### config.mk
export PLATFORM = sky130hd
export DESIGN_NAME = hazard_ctrl
export DESIGN_NICKNAME = d
export VERILOG_FILES = /design/src/rtl/hz_pkg.sv /design/src/rtl/hz_load_use.sv /design/src/rtl/hazard_ctrl.sv
export SDC_FILE = /design/constraint.sdc
export NUM_CORES = 1
export LEC_CHECK = 0
export ABC_AREA = 1
export BUFFER_PORTS_ARGS = -buffer_cell sky130_fd_sc_hd__buf_4
export CAP_MARGIN = 30
export CORE_MARGIN = 3
export CORE_UTILIZATION = 45
export CTS_BUF_LIST = sky130_fd_sc_hd__clkbuf_8
export CTS_CLUSTER_DIAMETER = 40
export DETAILED_ROUTE_END_ITERATION = 8
export PLACE_DENSITY = 0.81
export SETUP_SLACK_MARGIN = 0.05
export SLEW_MARGIN = 20
export SYNTH_ARGS = -nofsm -noshare
export SYNTH_HDL_FRONTEND = slang
export SYNTH_SLANG_ARGS = --single-unit
### constraint.sdc
create_clock -name clk -period 4.1 [get_ports clk]
set_input_delay 0.205 -clock clk [delete_from_list [all_inputs] [get_ports clk]]
set_output_delay 0.205 -clock clk [all_outputs]
set_load 0.03 [all_outputs]
### src/rtl/hz_pkg.sv
// Shared types and constants for the pipeline hazard controller.
// Holds the FSM state enum, register-field constants and the control bundle.
package hz_pkg;

    localparam int REG_ADDR_W = 5;
    localparam logic [REG_ADDR_W-1:0] REG_ZERO = '0;

    typedef enum logic [1:0] {
        RUN     = 2'd0,
        MWAIT   = 2'd1,
        MWAIT_F = 2'd2
    } hz_state_e;

    typedef struct packed {
        logic pc_write;
        logic ifid_write;
        logic ifid_flush;
        logic idex_write;
        logic idex_bubble;
        logic exmem_hold;
    } hz_ctrl_t;

    // Field order: pc_write, ifid_write, ifid_flush,
    // idex_write, idex_bubble, exmem_hold
    localparam hz_ctrl_t CTRL_RESET =
        '{1'b0, 1'b0, 1'b1, 1'b0, 1'b1, 1'b0};
    localparam hz_ctrl_t CTRL_FREEZE =
        '{1'b0, 1'b0, 1'b0, 1'b0, 1'b0, 1'b1};
    localparam hz_ctrl_t CTRL_FLUSH =
        '{1'b1, 1'b1, 1'b1, 1'b1, 1'b1, 1'b0};
    localparam hz_ctrl_t CTRL_STALL =
        '{1'b0, 1'b0, 1'b0, 1'b1, 1'b1, 1'b0};
    localparam hz_ctrl_t CTRL_NORMAL =
        '{1'b1, 1'b1, 1'b0, 1'b1, 1'b0, 1'b0};

endpackage

### src/rtl/hz_load_use.sv
// Load-use comparator: flags an ID source that matches a load's
// destination in EX. Ports: ID rs/rt/uses_rt, EX mem_read/rt, hit out.
module hz_load_use
    import hz_pkg::*;
(
    input  logic [REG_ADDR_W-1:0] id_rs,
    input  logic [REG_ADDR_W-1:0] id_rt,
    input  logic                  id_uses_rt,
    input  logic                  ex_mem_read,
    input  logic [REG_ADDR_W-1:0] ex_rt,
    output logic                  load_use_hit
);

    logic rs_match;
    logic rt_match;

    assign rs_match = (ex_rt == id_rs);
    assign rt_match = id_uses_rt && (ex_rt == id_rt);

    // A load into $zero never produces a real dependency.
    assign load_use_hit = ex_mem_read && (ex_rt != REG_ZERO)
                          && (rs_match || rt_match);

endmodule

### src/rtl/hazard_ctrl.sv
// Hazard controller: stall/bubble/flush/hold for IF/ID, ID/EX, EX/MEM,
// deferred branch flush across memory waits, timeout flag, stall counter.
// Ports: clk, rst (sync, high), ID/EX hazard fields, dmem_busy in;
// pipeline register controls, mem_timeout, stall_cnt, hz_state out.
module hazard_ctrl
    import hz_pkg::*;
#(
    parameter int TIMEOUT = 16,
    parameter int CNT_W   = 16
) (
    input  logic                  clk,
    input  logic                  rst,
    input  logic [REG_ADDR_W-1:0] id_rs,
    input  logic [REG_ADDR_W-1:0] id_rt,
    input  logic                  id_uses_rt,
    input  logic                  ex_mem_read,
    input  logic [REG_ADDR_W-1:0] ex_rt,
    input  logic                  ex_branch_taken,
    input  logic                  dmem_busy,
    output logic                  pc_write,
    output logic                  ifid_write,
    output logic                  ifid_flush,
    output logic                  idex_write,
    output logic                  idex_bubble,
    output logic                  exmem_hold,
    output logic                  mem_timeout,
    output logic [CNT_W-1:0]      stall_cnt,
    output logic [1:0]            hz_state
);

    localparam int WAIT_W = $clog2(TIMEOUT + 1);
    localparam logic [WAIT_W-1:0] WAIT_MAX  = WAIT_W'(TIMEOUT);
    localparam logic [WAIT_W-1:0] WAIT_LAST = WAIT_W'(TIMEOUT - 1);

    hz_state_e         state_q;
    hz_state_e         state_d;
    hz_ctrl_t          ctrl;
    logic              load_use_hit;
    logic              flush_pend;
    logic              freeze;
    logic [WAIT_W-1:0] wait_q;
    logic              timeout_q;
    logic [CNT_W-1:0]  stall_q;

    hz_load_use u_load_use (
        .id_rs       (id_rs),
        .id_rt       (id_rt),
        .id_uses_rt  (id_uses_rt),
        .ex_mem_read (ex_mem_read),
        .ex_rt       (ex_rt),
        .load_use_hit(load_use_hit)
    );

    // Unused code 3 falls out as "no flush pending", i.e. RUN.
    assign flush_pend = (state_q == MWAIT_F);
    assign freeze     = !rst && dmem_busy;

    always_comb begin
        ctrl    = CTRL_NORMAL;
        state_d = RUN;
        if (rst) begin
            ctrl = CTRL_RESET;
        end else if (dmem_busy) begin
            ctrl = CTRL_FREEZE;
            // Remember a taken branch until memory lets go.
            if (ex_branch_taken || flush_pend)
                state_d = MWAIT_F;
            else
                state_d = MWAIT;
        end else if (ex_branch_taken || flush_pend) begin
            ctrl = CTRL_FLUSH;
        end else if (load_use_hit) begin
            ctrl = CTRL_STALL;
        end
    end

    always_ff @(posedge clk) begin
        if (rst) begin
            state_q   <= RUN;
            wait_q    <= '0;
            timeout_q <= 1'b0;
            stall_q   <= '0;
        end else begin
            state_q <= state_d;
            if (freeze) begin
                if (wait_q != WAIT_MAX)
                    wait_q <= wait_q + 1'b1;
                if (wait_q == WAIT_LAST)
                    timeout_q <= 1'b1;
            end else begin
                wait_q <= '0;
            end
            if (!ctrl.pc_write && (stall_q != {CNT_W{1'b1}}))
                stall_q <= stall_q + 1'b1;
        end
    end

    assign pc_write    = ctrl.pc_write;
    assign ifid_write  = ctrl.ifid_write;
    assign ifid_flush  = ctrl.ifid_flush;
    assign idex_write  = ctrl.idex_write;
    assign idex_bubble = ctrl.idex_bubble;
    assign exmem_hold  = ctrl.exmem_hold;
    assign mem_timeout = timeout_q;
    assign stall_cnt   = stall_q;
    assign hz_state    = state_q;

endmodule

==> reports/qor.yml <==
clk_path_buf_depth: 2
p_leak_nw: 0.9172
fmaxAchievable_mhz: 494.2
start_kind: "flop"
viasPerCell: 4.890
setup_violations: 0
rows: 20
multi_input_area_um2: 920.9
clk_pin_slew_ns: 0.08
dieWidth_um: 64.86
drc: 0
layout-drive-gt1-share_pct: 26.28
grt_pass1_wl_mm: 6.058
cts-root-buf: "clkbuf_8"
grt_pass1_vias: 1534
ctsResizeCount: 0
ir_drop_mv: 0.1996
fin_tns_setup_ns: 0
cts_tree: "done"
mostFrequentLayoutCell: "nand2_1"
ios: 46
nets: 300
clock_power_share_pct: 38.5
hpwl_mm: 2.663
swShare_pct: 24.10
nFillCells: 309
hold_path.class: "input pin to flop"
clk_latency_ns: 0.26
slew_headroom_pct: 75.29
p_sw_w: 0.0001278
syn_nets: 257
ff_latch_area_um2: 480.5
drt-wirelength-per-cell_um: 10.86
finalPower_w: 0.0005301
power_frac_seq_pct: 45.6
routed_wl_mm: 3.453
post_cts_buffers: 0
status: "complete, no violations"
hold_viol: 0
fin_skew_ns: 0.002314
vias: 1555
syn_inst: 232
syn_area_mm2: 0.001559
ys_seq_elements: 24
cts_buffers: 3
core_mm2: 0.003178
holdBufCountCts: 0
power_density_mw_per_mm2: 267.5
rsz0062_at_grt: "no"
worst_slew_pin_slew_ns: 0.3693
cts.sinks: 24
syn_to_final_growth_pct: 27.13
drt_pass1_iterations: 4
h-tree-depth: 1
cp.required_ns: 4.30
grt_max_degree: 20
p_int_w: 0.0004024
die_area_mm2: 0.004207
crit_path_max_fanout: 18
grt_use_total_pct: 17.45
fin_crit_ns: 2.024
yosys_warnings: 0
synth.distinct_cells: 25
ant_nets: 0
numPortBuffers: 45
synth.avg_cell_area_um2: 6.720
fin_crit_sh_pct: 49.35
antenna_cells: 0
die_y_um: 64.86
crit_type: "flop to flop"
timing_max_transition_violations_final: 0
combPwrFrac_pct: 15.9
layout_common_cells: "60 x nand2_1, 45 x buf_4, 26 x nor2_1, 25 x inv_1"
ys_seq_area_share_pct: 30.82
start_util_pct: 49.06
overflow: 0
grt_antenna_before_repair: 0
drt_iter0_drc: 84
arrival_ns: 2.23
end_kind: "flop"
drv_cap: 0
globalplace.congestion: 0.8674
==> state kept, by name (all words and copies together), names as in the netlist <==
name         count
hz_state         2
stall_cnt       16
wait_q           5
mem_timeout      1
==> cell usage after synthesis, drive strengths merged <==
cell	number	area (µm²)
a21oi	22	140.1
buf	5	33.78
clkbuf	2	7.510
dfxtp	24	480.5
ha	4	50.05
inv	31	116.4
nand2	64	255.3
nand3	24	120.1
nand4	4	40.04
nor2	27	103.9
nor3	4	30.03
nor3b	2	26.28
o21ai	3	15.01
xnor2	6	52.55
xor2	10	87.58
==> per-stage QoR <==
step                utilization [%]  area [µm²]  hold WS, ns  cells  setup WS, ns
detailed placement            60.12        1911       0.4581    314         2.093
finish                        62.36        1982       0.1828    318         2.076
global placement              60.12        1911       0.4467    314         2.185
floorplan                         -        1559       0.3444    232         2.099
global route                  62.36        1982       0.2202    318         1.848
CTS                           62.36        1982       0.1731    318         2.073
==> worst paths after layout <==
kind | start | end | slack [ns] | depth (start not counted)
worst max-delay path | stall_cnt[0] | stall_cnt[15] | 2.08 | 9
worst min-delay path | dmem_busy | mem_timeout | 0.18 | 3
worst max register to register | stall_cnt[0] | stall_cnt[15] | 2.08 | 9
worst min register to register | wait_q[0] | wait_q[0] | 0.49 | 1
==> worst max-delay path: stages, from the launching register on <==
cell     delay (ns)
dfxtp_1        0.40
ha_1           0.24
nand2_2        0.10
nor3b_4        0.27
nand2_2        0.07
nor2_2         0.12
nand4_4        0.26
nand2_4        0.28
nand2_1        0.09
a21oi_2        0.12
==> final cells by class <==
type	count	area share, %
tap	44	2.778
timing repair buffer	45	17.05
multi-input combinational	170	46.46
inverter	31	5.871
sequential	24	24.24
clock buffer	3	2.083
clock inverter	1	1.515
==> power by group through the flow <==
stage                     logic (W)  clock network (W)  registers [W]
final                     0.0000842           0.000204       0.000242
after global routing      0.0000939           0.000222       0.000243
after CTS                 0.0000850           0.000213       0.000242
after detailed placement  0.0000848                  0       0.000247
after global placement    0.0000834                  0       0.000247
after floorplan           0.0000448                  0       0.000254
==> cells by family (layout without fill, tap and decap cells) <==
kind of cell / after synthesis / count (layout) / share of synthesized area (%)
AND/OR/NAND/NOR: 125 / 125 / 36.92
buffers and inverters: 38 / 80 / 10.11
AO/OA/AOI/OAI: 25 / 25 / 9.952
flip-flops: 24 / 24 / 30.82
XOR/XNOR: 16 / 16 / 8.988
adder cells (fa/ha/maj): 4 / 4 / 3.210
==> metal layers <==
layer | up-vias | track usage, % | wire, µm
met5 | - | 0 | 0
met4 | 0 | 6.069 | 36
met3 | 4 | 4.159 | 233
met2 | 43 | 31.93 | 1689
met1 | 695 | 19.45 | 1494
li1 | 813 | - | -
(Power assumes the default switching activity.)
